<file path="config.mk">
export PLATFORM = sky130hd
export DESIGN_NAME = spi_tx_frame_sched_flat
export DESIGN_NICKNAME = d
export VERILOG_FILES = /design/src/rtl/spi_tx_frame_sched_if.sv /design/src/rtl/spi_tx_frame_sched.sv /design/src/flat_wrapper.sv
export SDC_FILE = /design/constraint.sdc
export NUM_CORES = 1
export LEC_CHECK = 0
export ABC_AREA = 0
export CAP_MARGIN = 20
export CORE_MARGIN = 1.5
export CORE_UTILIZATION = 45
export DETAILED_ROUTE_END_ITERATION = 10
export PLACE_DENSITY = 0.73
export SETUP_SLACK_MARGIN = 0.05
export SLEW_MARGIN = 20
export SYNTH_ARGS = -nofsm -noshare
export SYNTH_HDL_FRONTEND = slang
export SYNTH_SLANG_ARGS = --single-unit
export TNS_END_PERCENT = 100
</file>
<file path="constraint.sdc">
create_clock -name clock -period 4.7 [get_ports clock]
set_input_delay 0.47 -clock clock [delete_from_list [all_inputs] [get_ports clock]]
set_output_delay 0.47 -clock clock [all_outputs]
set_load 0.02 [all_outputs]
</file>
<file path="src/rtl/spi_tx_frame_sched_if.sv">
// spi_tx_frame_sched_if
//   Bus bundle between two framed byte requesters (A, B), the SPI byte
//   serializer and the frame scheduler.
//   Requester side : req_{a,b}_start/len/moment/data/valid in,
//                    req_{a,b}_grant/ready out
//   Serializer side: phy_send_flag, phy_empty in,
//                    phy_idle, phy_send_data/valid, phy_send_momment out
//   Status         : busy, frame_owner, frame_done, frame_err out
//   Modport master = requesters + serializer, slave = scheduler.
interface spi_tx_frame_sched_if #(
    parameter int LEN_W = 8
);
    logic             req_a_start;
    logic [LEN_W-1:0] req_a_len;
    logic [23:0]      req_a_moment;
    logic             req_a_grant;
    logic [7:0]       req_a_data;
    logic             req_a_valid;
    logic             req_a_ready;

    logic             req_b_start;
    logic [LEN_W-1:0] req_b_len;
    logic [23:0]      req_b_moment;
    logic             req_b_grant;
    logic [7:0]       req_b_data;
    logic             req_b_valid;
    logic             req_b_ready;

    logic             phy_idle;
    logic             phy_send_flag;
    logic             phy_empty;
    logic [7:0]       phy_send_data;
    logic             phy_send_valid;
    logic [23:0]      phy_send_momment;

    logic             busy;
    logic             frame_owner;
    logic             frame_done;
    logic             frame_err;

    modport master (
        output req_a_start, req_a_len, req_a_moment, req_a_data, req_a_valid,
        output req_b_start, req_b_len, req_b_moment, req_b_data, req_b_valid,
        output phy_send_flag, phy_empty,
        input  req_a_grant, req_a_ready, req_b_grant, req_b_ready,
        input  phy_idle, phy_send_data, phy_send_valid, phy_send_momment,
        input  busy, frame_owner, frame_done, frame_err
    );

    modport slave (
        input  req_a_start, req_a_len, req_a_moment, req_a_data, req_a_valid,
        input  req_b_start, req_b_len, req_b_moment, req_b_data, req_b_valid,
        input  phy_send_flag, phy_empty,
        output req_a_grant, req_a_ready, req_b_grant, req_b_ready,
        output phy_idle, phy_send_data, phy_send_valid, phy_send_momment,
        output busy, frame_owner, frame_done, frame_err
    );
endinterface

</file>
<file path="src/rtl/spi_tx_frame_sched.sv">
// spi_tx_frame_sched
//   Frame scheduler and round-robin arbiter for two byte requesters in front
//   of the SPI byte serializer. Latches one pending request per requester,
//   grants a frame, drops phy_idle, feeds one byte per phy_empty window,
//   drains the last byte for TAIL_CYC cycles and holds a GAP_CYC idle gap.
//   Ports: clock, rst (synchronous, active-high), bus (slave modport of
//   spi_tx_frame_sched_if carrying requester, serializer and status signals).
//   Optional: define SPI_TX_SCHED_TIMEOUT_EN to enable a stall watchdog in
//   WAIT_FLAG/XFER that aborts the frame with frame_err after TIMEOUT_CYC.
module spi_tx_frame_sched #(
    parameter int LEN_W       = 8,
    parameter int TAIL_CYC    = 16,
    parameter int GAP_CYC     = 4,
    parameter int TIMEOUT_CYC = 1024
) (
    input logic                 clock,
    input logic                 rst,
    spi_tx_frame_sched_if.slave bus
);
    localparam int TMR_W = $clog2(TAIL_CYC + GAP_CYC + TIMEOUT_CYC + 1);

    typedef enum logic [2:0] {
        S_IDLE, S_ARB, S_WAIT_FLAG, S_XFER, S_DRAIN, S_GAP
    } state_t;

    state_t           state;
    logic             pend_a, pend_b;
    logic [LEN_W-1:0] len_a, len_b;
    logic [23:0]      mom_a, mom_b;
    logic             rr;            // 0: A wins a tie, 1: B wins
    logic [LEN_W-1:0] cnt;
    logic [TMR_W-1:0] tmr;
    logic             drain_armed;

    logic             grant_a_q, grant_b_q, idle_q, busy_q, owner_q;
    logic             send_valid_q, done_q;
    logic [7:0]       send_data_q;
    logic [23:0]      mom_q;

    logic grant_now, pick_b, clr_a, clr_b;
    logic stall_hit, ready_base, hs_a, hs_b;

    // The arbitration decision is taken in IDLE so the grant pulse is
    // visible during the ARB cycle itself.
    assign grant_now = (state == S_IDLE) && (pend_a || pend_b);
    assign pick_b    = pend_b && (!pend_a || rr);
    assign clr_a     = grant_now && !pick_b;
    assign clr_b     = grant_now && pick_b;

`ifdef SPI_TX_SCHED_TIMEOUT_EN
    logic err_q;
    assign stall_hit = ((state == S_WAIT_FLAG) || (state == S_XFER)) &&
                       (tmr == TMR_W'(TIMEOUT_CYC - 1));
    assign bus.frame_err = err_q;
`else
    assign stall_hit     = 1'b0;
    assign bus.frame_err = 1'b0;
`endif

    // Ready is withheld while a byte is being presented so that only one
    // byte goes out per phy_empty window.
    assign ready_base = (state == S_XFER) && bus.phy_empty && !send_valid_q &&
                        (cnt != '0) && !stall_hit;
    assign bus.req_a_ready = ready_base && !owner_q;
    assign bus.req_b_ready = ready_base && owner_q;
    assign hs_a = bus.req_a_valid && bus.req_a_ready;
    assign hs_b = bus.req_b_valid && bus.req_b_ready;

    assign bus.req_a_grant      = grant_a_q;
    assign bus.req_b_grant      = grant_b_q;
    assign bus.phy_idle         = idle_q;
    assign bus.phy_send_data    = send_data_q;
    assign bus.phy_send_valid   = send_valid_q;
    assign bus.phy_send_momment = mom_q;
    assign bus.busy             = busy_q;
    assign bus.frame_owner      = owner_q;
    assign bus.frame_done       = done_q;

    // Pending latches: a start landing on the grant cycle is re-latched.
    always_ff @(posedge clock) begin
        if (rst) begin
            pend_a <= 1'b0;
            pend_b <= 1'b0;
            len_a  <= '0;
            len_b  <= '0;
            mom_a  <= '0;
            mom_b  <= '0;
        end else begin
            if (clr_a) pend_a <= 1'b0;
            if (clr_b) pend_b <= 1'b0;
            if (bus.req_a_start && (bus.req_a_len != '0) && (!pend_a || clr_a)) begin
                pend_a <= 1'b1;
                len_a  <= bus.req_a_len;
                mom_a  <= bus.req_a_moment;
            end
            if (bus.req_b_start && (bus.req_b_len != '0) && (!pend_b || clr_b)) begin
                pend_b <= 1'b1;
                len_b  <= bus.req_b_len;
                mom_b  <= bus.req_b_moment;
            end
        end
    end

    always_ff @(posedge clock) begin
        if (rst) begin
            state        <= S_IDLE;
            rr           <= 1'b0;
            cnt          <= '0;
            tmr          <= '0;
            drain_armed  <= 1'b0;
            grant_a_q    <= 1'b0;
            grant_b_q    <= 1'b0;
            idle_q       <= 1'b1;
            busy_q       <= 1'b0;
            owner_q      <= 1'b0;
            send_valid_q <= 1'b0;
            send_data_q  <= '0;
            mom_q        <= '0;
            done_q       <= 1'b0;
`ifdef SPI_TX_SCHED_TIMEOUT_EN
            err_q        <= 1'b0;
`endif
        end else begin
            grant_a_q    <= 1'b0;
            grant_b_q    <= 1'b0;
            send_valid_q <= 1'b0;
            done_q       <= 1'b0;
`ifdef SPI_TX_SCHED_TIMEOUT_EN
            err_q        <= 1'b0;
            if (stall_hit) begin
                err_q  <= 1'b1;
                done_q <= 1'b1;
                idle_q <= 1'b1;
                tmr    <= '0;
                state  <= S_GAP;
            end else
`endif
            case (state)
                S_IDLE: begin
                    if (grant_now) begin
                        owner_q   <= pick_b;
                        rr        <= !pick_b;
                        grant_a_q <= !pick_b;
                        grant_b_q <= pick_b;
                        cnt       <= pick_b ? len_b : len_a;
                        mom_q     <= pick_b ? mom_b : mom_a;
                        busy_q    <= 1'b1;
                        state     <= S_ARB;
                    end
                end
                S_ARB: begin
                    idle_q <= 1'b0;
                    tmr    <= '0;
                    state  <= S_WAIT_FLAG;
                end
                S_WAIT_FLAG: begin
                    if (bus.phy_send_flag) begin
                        tmr   <= '0;
                        state <= S_XFER;
                    end else begin
                        tmr <= tmr + TMR_W'(1);
                    end
                end
                S_XFER: begin
                    if (hs_a || hs_b) begin
                        send_data_q  <= hs_a ? bus.req_a_data : bus.req_b_data;
                        send_valid_q <= 1'b1;
                        cnt          <= cnt - LEN_W'(1);
                        tmr          <= '0;
                        if (cnt == LEN_W'(1)) begin
                            drain_armed <= 1'b0;
                            state       <= S_DRAIN;
                        end
                    end else begin
                        tmr <= tmr + TMR_W'(1);
                    end
                end
                S_DRAIN: begin
                    // Tail count starts once the serializer has taken the
                    // last byte and reports empty again.
                    if (!drain_armed) begin
                        if (bus.phy_empty && !send_valid_q) begin
                            drain_armed <= 1'b1;
                            tmr         <= '0;
                        end
                    end else if (tmr == TMR_W'(TAIL_CYC - 1)) begin
                        done_q <= 1'b1;
                        idle_q <= 1'b1;
                        tmr    <= '0;
                        state  <= S_GAP;
                    end else begin
                        tmr <= tmr + TMR_W'(1);
                    end
                end
                S_GAP: begin
                    if (tmr == TMR_W'(GAP_CYC - 1)) begin
                        busy_q <= 1'b0;
                        mom_q  <= '0;
                        state  <= S_IDLE;
                    end else begin
                        tmr <= tmr + TMR_W'(1);
                    end
                end
                default: state <= S_IDLE;
            endcase
        end
    end
endmodule

</file>
<file path="src/flat_wrapper.sv">
// flat-port wrapper written by rule: the top's interface ports become plain ports
module spi_tx_frame_sched_flat 
#(
    parameter int LEN_W       = 8,
    parameter int TAIL_CYC    = 16,
    parameter int GAP_CYC     = 4,
    parameter int TIMEOUT_CYC = 1024
)
  (clock, rst, bus_req_a_start, bus_req_a_len, bus_req_a_moment, bus_req_a_data, bus_req_a_valid, bus_req_b_start, bus_req_b_len, bus_req_b_moment, bus_req_b_data, bus_req_b_valid, bus_phy_send_flag, bus_phy_empty, bus_req_a_grant, bus_req_a_ready, bus_req_b_grant, bus_req_b_ready, bus_phy_idle, bus_phy_send_data, bus_phy_send_valid, bus_phy_send_momment, bus_busy, bus_frame_owner, bus_frame_done, bus_frame_err);
  spi_tx_frame_sched_if #(.LEN_W(LEN_W)) bus_i ();
  input logic clock;
  input logic rst;
  input wire logic [$bits(bus_i.req_a_start)-1:0] bus_req_a_start;
  input wire logic [$bits(bus_i.req_a_len)-1:0] bus_req_a_len;
  input wire logic [$bits(bus_i.req_a_moment)-1:0] bus_req_a_moment;
  input wire logic [$bits(bus_i.req_a_data)-1:0] bus_req_a_data;
  input wire logic [$bits(bus_i.req_a_valid)-1:0] bus_req_a_valid;
  input wire logic [$bits(bus_i.req_b_start)-1:0] bus_req_b_start;
  input wire logic [$bits(bus_i.req_b_len)-1:0] bus_req_b_len;
  input wire logic [$bits(bus_i.req_b_moment)-1:0] bus_req_b_moment;
  input wire logic [$bits(bus_i.req_b_data)-1:0] bus_req_b_data;
  input wire logic [$bits(bus_i.req_b_valid)-1:0] bus_req_b_valid;
  input wire logic [$bits(bus_i.phy_send_flag)-1:0] bus_phy_send_flag;
  input wire logic [$bits(bus_i.phy_empty)-1:0] bus_phy_empty;
  output wire logic [$bits(bus_i.req_a_grant)-1:0] bus_req_a_grant;
  output wire logic [$bits(bus_i.req_a_ready)-1:0] bus_req_a_ready;
  output wire logic [$bits(bus_i.req_b_grant)-1:0] bus_req_b_grant;
  output wire logic [$bits(bus_i.req_b_ready)-1:0] bus_req_b_ready;
  output wire logic [$bits(bus_i.phy_idle)-1:0] bus_phy_idle;
  output wire logic [$bits(bus_i.phy_send_data)-1:0] bus_phy_send_data;
  output wire logic [$bits(bus_i.phy_send_valid)-1:0] bus_phy_send_valid;
  output wire logic [$bits(bus_i.phy_send_momment)-1:0] bus_phy_send_momment;
  output wire logic [$bits(bus_i.busy)-1:0] bus_busy;
  output wire logic [$bits(bus_i.frame_owner)-1:0] bus_frame_owner;
  output wire logic [$bits(bus_i.frame_done)-1:0] bus_frame_done;
  output wire logic [$bits(bus_i.frame_err)-1:0] bus_frame_err;
  assign bus_i.req_a_start = bus_req_a_start;
  assign bus_i.req_a_len = bus_req_a_len;
  assign bus_i.req_a_moment = bus_req_a_moment;
  assign bus_i.req_a_data = bus_req_a_data;
  assign bus_i.req_a_valid = bus_req_a_valid;
  assign bus_i.req_b_start = bus_req_b_start;
  assign bus_i.req_b_len = bus_req_b_len;
  assign bus_i.req_b_moment = bus_req_b_moment;
  assign bus_i.req_b_data = bus_req_b_data;
  assign bus_i.req_b_valid = bus_req_b_valid;
  assign bus_i.phy_send_flag = bus_phy_send_flag;
  assign bus_i.phy_empty = bus_phy_empty;
  assign bus_req_a_grant = bus_i.req_a_grant;
  assign bus_req_a_ready = bus_i.req_a_ready;
  assign bus_req_b_grant = bus_i.req_b_grant;
  assign bus_req_b_ready = bus_i.req_b_ready;
  assign bus_phy_idle = bus_i.phy_idle;
  assign bus_phy_send_data = bus_i.phy_send_data;
  assign bus_phy_send_valid = bus_i.phy_send_valid;
  assign bus_phy_send_momment = bus_i.phy_send_momment;
  assign bus_busy = bus_i.busy;
  assign bus_frame_owner = bus_i.frame_owner;
  assign bus_frame_done = bus_i.frame_done;
  assign bus_frame_err = bus_i.frame_err;
  spi_tx_frame_sched #(.LEN_W(LEN_W), .TAIL_CYC(TAIL_CYC), .GAP_CYC(GAP_CYC), .TIMEOUT_CYC(TIMEOUT_CYC)) u_core (.clock(clock), .rst(rst), .bus(bus_i));
endmodule
</file>
==> reports/metrics.cfg, run 1 <==
[clock_tree]
ctsLongestPathBuffers=2
clk_latency_ns=0.41
cts_hold_buf=0
postCtsSetupBuffers=0
clock_sinks=129
clk_pin_slew_ns=0.05
cts_buffers=17
ctsResizeCount=0
cts_root_buffer=clkbuf_16
cts_tree=yes
htree_levels=4

[place]
gp_congestion=0.858
dp_hpwl_mm=9.60
placed_cell_area_um2=7060
port_buffers=128

[timing]
worst_pin_slew_ns=1.03
setup_viol=0
final_max_slew_viol_count=0
fin_skew_ns=0.00507
finalCritPeriodShare_pct=70.1
fin_setup_tns_ns=0
max-slew-margin-rel_pct=31.1
rsz0062_at_grt=no
min_period_ns=3.30
max_freq_ghz=0.303
hold_viol_final=0

[route]
drtIter0Drc=238
vias=4621
route.detailed.drc=0
drt-wirelength-per-cell_um=15.9
vias_per_cell=5.27
final_antenna_net_count=0
finalWirelength_mm=13.9
first_pass_iters=4

[floorplanning]
start_util_pct=45.8
core-area_um2=12500
rows=41
die_area_um2=13400
die_h_um=116
die-width_um=116
ios=130

[power]
p_comb_share_pct=25.7
total_power_uw=3530
p_seq_share_pct=36.8
p_sw_share_pct=29.6
power.internal_uw=2490
switching_power_uw=1050
ir_worst_vdd_mv=0.267
power_leakage_uw=0.00309
power.density_nw_per_um2=462
power_frac_clock_pct=37.5

[setup_path]
criticalPathCategory=flip-flop to output pin
worst_setup_path_start_kind=flip-flop
crit_path_max_fanout=21
crit_path_end_kind=output pin
arrival_ns=2.83
worstPathRequired_ns=4.23

[synthesis]
synthTopCellsByCount=dfxtp_1, nor2_1, mux2i_1, mux2_2, a22oi_1
ys_seq_area_share_pct=45.0
synth_cells=585
yosys.area.top_type=dfxtp_1
post_synth.cell_area_avg_um2=9.80
yosys_warnings=0
yosysMostFrequentCell=dfxtp_1
async_flop_share_pct=0
synth_top_cell_area_share_pct=45.0
syn_area_um2=5740
synth_edf_count=0
syn-num-nets=677
ys_types=55
ys.flop_type=dfxtp_1
ys_ff_latch=129
synth_area_leaders=dfxtp_1, mux2i_1, nor2_1, mux2_2, a22oi_1

[finish]
syn_to_final_growth_pct=33.4
multiInputGateArea_um2=2920
nets=787
diodes=0
fillers=1072
fin_area_um2=7650
drive_above_1_share_pct=12.1
final-seq-area_um2=2580

[grt]
grt_max_degree=73
grt_pass1_wl_mm=22.4
grt_pass1_vias=4618
grt_usage_pct=21.4
overflow=0
antenna_found_initial=0

[job]
cap_violations=0

[run_status]
outcome=finished clean

[hold_path]
hold_path_class=flip-flop to flip-flop

## cells in the final DEF, fill, tap and decap left out, types with 11 or more instances in the layout
| cell | netlist | layout |
|---|---|---|
| a22oi_1 | 25 | 25 |
| nor3_2 | 11 | 11 |
| dfxtp_1 | 129 | 129 |
| a21oi_1 | 20 | 20 |
| mux2i_1 | 78 | 78 |
| a211oi_1 | 12 | 12 |
| mux2_2 | 28 | 28 |
| clkbuf_16 | 0 | 17 |
| clkdlybuf4s50_1 | 0 | 127 |
| nor2_1 | 112 | 111 |
## critical path, stage by stage, from the launching register on
cell             delay, ns
dfxtp_1               0.48
nand3b_1              0.59
a211oi_1              0.55
and2_1                0.18
clkdlybuf4s50_1       0.61
## logic make-up (layout without fill, tap and decap cells)
family                   after synthesis  in the layout  share of synthesized area (%)
XOR/XNOR                              11             11                           1.68
buffers and inverters                 50            170                           4.45
multiplexers                         106            106                           19.1
AO/OA/AOI/OAI                         89             89                           11.3
other                                  1              1                         0.0654
adder cells (fa/ha/maj)                4              4                          0.873
AND/OR/NAND/NOR                      195            195                           17.5
flip-flops                           129            129                           45.0
## cell type report
| cell class | instances | share of cell area, % |
|---|---|---|
| inverter | 8 | 0.392 |
| clock buffer | 23 | 6.38 |
| sequential | 129 | 33.7 |
| multi-input combinational | 406 | 38.1 |
| timing repair buffer | 133 | 17.2 |
| clock inverter | 6 | 1.37 |
| tap | 172 | 2.81 |
## routing by layer
layer,wire [µm],track usage (%),vias to the layer above
met1,6140,26.7,2207
met5,0,0,-
met4,331,9.11,0
li1,-,-,2298
met3,477,4.86,22
met2,6950,35.6,94
## per-stage QoR
stage	setup WS, ns	hold slack (ns)	instances	util (%)
floorplan	2.76	0.454	585	-
global placement	1.93	0.466	848	56.4
detailed placement	1.85	0.474	848	56.4
CTS	1.39	0.486	877	61.1
global route	1.17	0.510	877	61.1
finish	1.40	0.475	877	61.1
## registers in the layout, indices dropped and copies added, names as in the netlist
register	cells
u_core.drain_armed	1
u_core.bus.req_a_grant	1
u_core.bus.req_b_grant	1
u_core.bus.frame_owner	1
u_core.bus.busy	1
u_core.mom_b	24
u_core.pend_b	1
u_core.bus.phy_send_data	8
u_core.bus.frame_done	1
u_core.bus.phy_idle	1
u_core.len_b	8
u_core.bus.phy_send_momment	24
u_core.cnt	8
u_core.pend_a	1
u_core.rr	1
u_core.state	3
u_core.bus.phy_send_valid	1
u_core.len_a	8
u_core.tmr	11
u_core.mom_a	24
## power by group through the flow
stage / registers, µW / clock network [µW] / logic (µW)
final: 1300 / 1320 / 909
after global routing: 1310 / 1400 / 988
after CTS: 1300 / 1340 / 911
after detailed placement: 1320 / 0 / 903
after global placement: 1310 / 0 / 885
after floorplan: 1320 / 0 / 644
## final timing paths
check	from	endpoint	slack, ns	cells past startpoint
hold reg to reg	u_core.bus.phy_idle	u_core.bus.phy_idle	0.47	2
setup reg to reg	u_core.state[2]	u_core.mom_b[4]	1.98	6
setup / recovery	u_core.state[1]	bus_req_b_ready	1.40	4
hold / removal	u_core.bus.phy_idle	u_core.bus.phy_idle	0.47	2
No activity file was read; power rests on OpenSTA's default activity.
==> run 2, diff against run 1 <==
==> constraint.sdc (replaced) <==
create_clock -name clock -period 3.45 [get_ports clock]
set_input_delay 0.345 -clock clock [delete_from_list [all_inputs] [get_ports clock]]
set_output_delay 0.345 -clock clock [all_outputs]
set_load 0.02 [all_outputs]
==> reports/metrics.cfg, run 2 (synthesis results as in run 1) <==
[run_status]
outcome=finished clean

[route]
vias=4639
wl_met2_mm=7.00
top_layer_used=met4
route.detailed.drc=0
wl_met3_um=357
final_antenna_net_count=0
vias_per_cell=5.25
finalWirelength_mm=13.8
drt-wirelength-per-cell_um=15.6
wl_met1_mm=6.20
first_pass_iters=4
drtIter0Drc=226

[hold_path]
hold_path_class=flip-flop to flip-flop

[finish]
most-common-layout-cells=dfxtp_1, clkdlybuf4s50_1, nor2_1
drive_above_1_share_pct=12.9
diodes=0
final_util_pct=61.6
nets=791
layout_commonest_cell=dfxtp_1
syn_to_final_growth_pct=34.4

[power]
power_frac_clock_pct=38.1
power_leakage_uw=0.00311
p_sw_share_pct=29.9
p_seq_share_pct=36.6
power.density_nw_per_um2=630
switching_power_uw=1450
power.internal_uw=3410
ir_worst_vdd_mv=0.401
p_comb_share_pct=25.4

[clock_tree]
clk_pin_slew_ns=0.05
cts_tree=yes
ctsLongestPathBuffers=2
postCtsSetupBuffers=0
htree_levels=4
ctsResizeCount=0
cts_buffers=17
cts_hold_buf=0
cts_root_buffer=clkbuf_16
clk_latency_ns=0.41
clock_sinks=129

[timing]
fin_ws_ns=0.630
worst_pin_slew_ns=1.01
hold-worst-slack_ns=0.472
fin_setup_tns_ns=0
rsz0062_at_grt=no
fin_skew_ns=0.00638
max-slew-margin-rel_pct=32.5
hold_viol_final=0
final_max_slew_viol_count=0
min_period_ns=2.82
setup_viol=0
finalCritPeriodShare_pct=81.7
max_freq_ghz=0.355

[job]
cap_violations=0

[setup_path]
crit_path_end=bus_req_a_ready
rr_endpoint=u_core.mom_b[7]
crit_path_end_kind=output pin
criticalPathCategory=flip-flop to output pin
arrival_ns=2.47
worstPathRequired_ns=3.11
r2r_cells=6
worst_setup_path_start_kind=flip-flop
r2r_start=u_core.state[2]
setup.worst_path.start=u_core.cnt[0]
crit_path_max_fanout=7
r2r_slack_ns=0.86

[grt]
grt_usage_pct=21.0
grt_pass1_vias=4453
grt_max_degree=95
grt_pass1_wl_mm=21.9
overflow=0
antenna_found_initial=0

[floorplanning]
rows=41
start_util_pct=45.8
ios=130
die_h_um=116
die-width_um=116
core-area_um2=12500
die_area_um2=13400

[place]
dp_hpwl_mm=9.61
post-place-ws_ns=0.855
port_buffers=128
gp_congestion=0.787

run 2: how the worst min path moves through the flow:
stage                        start                  end  slack, ns  cells past startpoint
2_1_floorplan      u_core.len_a[1]      u_core.len_a[1]       0.45                      2
4_1_cts        u_core.bus.phy_idle  u_core.bus.phy_idle       0.48                      2
3_5_place_dp   u_core.bus.phy_idle  u_core.bus.phy_idle       0.47                      2
3_3_place_gp   u_core.bus.phy_idle  u_core.bus.phy_idle       0.46                      2
6_report       u_core.bus.phy_idle  u_core.bus.phy_idle       0.47                      2
5_1_grt            u_core.mom_b[9]      u_core.mom_b[9]       0.51                      2
run 2: cell type report:
cell class,count,area (µm²)
clock buffers,23,488
clock inverters,9,129
fillers,1070,4810
inverters,8,30.0
multi-input cells,406,2920
flip-flops and latches,129,2580
well taps,172,215
repair buffers,137,1350
run 2: worst max-delay path, stage by stage, from the launching register on:
cell,delay [ns]
dfxtp_1,0.41
inv_1,0.09
ha_1,0.22
nor3b_2,0.22
a211oi_1,0.34
nor2b_1,0.17
clkdlybuf4s50_1,0.61
run 2: power by group through the flow:
stage          Combinational, µW  Sequential [µW]  Clock [µW]
6_report                    1230             1780        1850
2_1_floorplan                877             1800           0
3_3_place_gp                1200             1800           0
3_5_place_dp                1220             1800           0
4_1_cts                     1240             1770        1870
5_1_grt                     1340             1800        1950
run 2: per-stage QoR:
stage | area [µm²] | cells | power, µW
global placement | 7090 | 852 | 3000
floorplan | 5740 | 585 | 2680
finish | 7710 | 884 | 4850
global route | 7710 | 884 | 5080
detailed placement | 7090 | 852 | 3030
CTS | 7710 | 884 | 4880
run 2: per-layer routing:
layer / global-route usage [%] / vias to the layer above
li1: - / 2313
met1: 26.1 / 2219
met2: 35.1 / 90
met3: 4.13 / 17
met4: 9.51 / 0
met5: 0 / -
==> run 3, diff against run 2 <==
--- a/config.mk
+++ b/config.mk
@@ -10,7 +10,7 @@
 export CORE_MARGIN = 1.5
 export CORE_UTILIZATION = 45
 export DETAILED_ROUTE_END_ITERATION = 10
-export PLACE_DENSITY = 0.73
+export PLACE_DENSITY = 0.76
 export SETUP_SLACK_MARGIN = 0.05
 export SLEW_MARGIN = 20
 export SYNTH_ARGS = -nofsm -noshare
==> constraint.sdc (replaced) <==
create_clock -name clock -period 2.3 [get_ports clock]
set_input_delay 0.23 -clock clock [delete_from_list [all_inputs] [get_ports clock]]
set_output_delay 0.23 -clock clock [all_outputs]
set_load 0.02 [all_outputs]
==> reports/metrics.cfg, run 3 (synthesis results as in run 1) <==
[finish]
syn_to_final_growth_pct=38.0
most-common-layout-cells=dfxtp_1, clkdlybuf4s50_1, nor2_1
diodes=0
nets=802
drive_above_1_share_pct=15.4
layout_commonest_cell=dfxtp_1
final_cells=895

[power]
power_frac_clock_pct=39.5
switching_power_uw=2260
power.internal_uw=5490
power.density_nw_per_um2=979
power_leakage_uw=0.00322
p_sw_share_pct=29.1
p_comb_share_pct=26.1
ir_worst_vdd_mv=0.534
total_power_uw=7750
p_seq_share_pct=34.3

[route]
vias=4700
first_pass_iters=5
drtIter0Drc=236
vias_per_cell=5.25
route.detailed.drc=0
finalWirelength_mm=13.8
drt-wirelength-per-cell_um=15.4
final_antenna_net_count=0

[setup_path]
worst_setup_path_start_kind=flip-flop
crit_buf_inv=2
worstPathRequired_ns=2.07
slowest_stage=dfxtp_1
crit_path_end_kind=output pin
criticalPathCategory=flip-flop to output pin
crit_path_max_fanout=3
crit_chain=inv_1, ha_1, nor3b_2, a211oi_2, nor2b_2, clkbuf_2
crit_family=simple AND/OR/NAND/NOR gates
cpPeakStageDelay_ns=0.34
arrival_ns=1.90

[grt]
grt_pass1_vias=4596
grt_pass1_wl_mm=22.4
grt_max_degree=76
overflow=0
antenna_found_initial=0
grt_usage_pct=21.4

[timing]
fin_skew_ns=0.0164
max_freq_ghz=0.469
max-slew-margin-rel_pct=44.5
setup_viol=0
worst_pin_slew_ns=0.833
hold_viol_final=0
fin_setup_tns_ns=0
min_period_ns=2.13
final_max_slew_viol_count=0
finalCritPeriodShare_pct=92.8
rsz0062_at_grt=no

[floorplanning]
die-width_um=116
core-area_um2=12500
start_util_pct=45.8
rows=41
die_area_um2=13400
die_h_um=116
ios=130

[job]
cap_violations=0

[clock_tree]
cts_root_buffer=clkbuf_16
ctsLongestPathBuffers=2
clock_sinks=129
cts_tree=yes
cts_hold_buf=0
cts_buffers=17
clk_latency_ns=0.43
htree_levels=4
clk_pin_slew_ns=0.06

[run_status]
outcome=finished clean

[hold_path]
hold_path_class=input pin to flip-flop

[place]
dp_hpwl_mm=9.57
port_buffers=128
gp_congestion=0.827
dp.cells=862

run 3: cell type report:
type,count,area [µm²]
fill,1045,4600
sequential,129,2580
inverter,8,30.0
multi-input combinational,406,2930
clock buffer,19,443
timing repair buffer,148,1480
tap,172,215
clock inverter,13,230
run 3: what timing repair did:
item	CTS	global route
setup endpoints to repair	2	30
setup buffers	0	1
resized for setup	4	7
pin swaps	0	2
run 3: routing by layer:
| layer | wire [µm] | vias up | part of all wire (%) | track usage, % |
|---|---|---|---|---|
| met4 | 180 | 0 | 1.3 | 9.19 |
| li1 | - | 2333 | - | - |
| met3 | 563 | 16 | 4.1 | 4.86 |
| met1 | 6230 | 2248 | 45 | 27.3 |
| met5 | 0 | - | 0 | 0 |
| met2 | 6830 | 103 | 49 | 34.8 |
run 3: path summary, 6_finish.rpt:
| path | endpoint | depth (start not counted) | slack, ns | startpoint |
|---|---|---|---|---|
| worst min register to register | u_core.bus.phy_idle | 2 | 0.48 | u_core.bus.phy_idle |
| worst max register to register | u_core.tmr[6] | 5 | 0.25 | u_core.state[2] |
| worst min-delay path | u_core.bus.phy_send_momment[8] | 2 | 0.39 | rst |
| worst max-delay path | bus_req_a_ready | 6 | 0.17 | u_core.cnt[0] |
run 3: power by group through the flow:
stage | sequential (µW) | clock, µW | combinational, µW
finish | 2660 | 3060 | 2030
global route | 2690 | 3190 | 2200
CTS | 2660 | 3100 | 2030
detailed placement | 2700 | 0 | 2010
global placement | 2690 | 0 | 1970
floorplan | 2700 | 0 | 1320
run 3: through the flow:
stage | hold WS [ns] | setup WS (ns) | area [µm²] | util [%]
global route | 0.412 | 0.0501 | 7910 | 63.2
global placement | 0.465 | 0.156 | 7230 | 57.7
finish | 0.387 | 0.166 | 7910 | 63.2
CTS | 0.380 | 0.0414 | 7900 | 63.1
detailed placement | 0.476 | 0.0645 | 7230 | 57.7
floorplan | 0.366 | 0.403 | 5740 | -
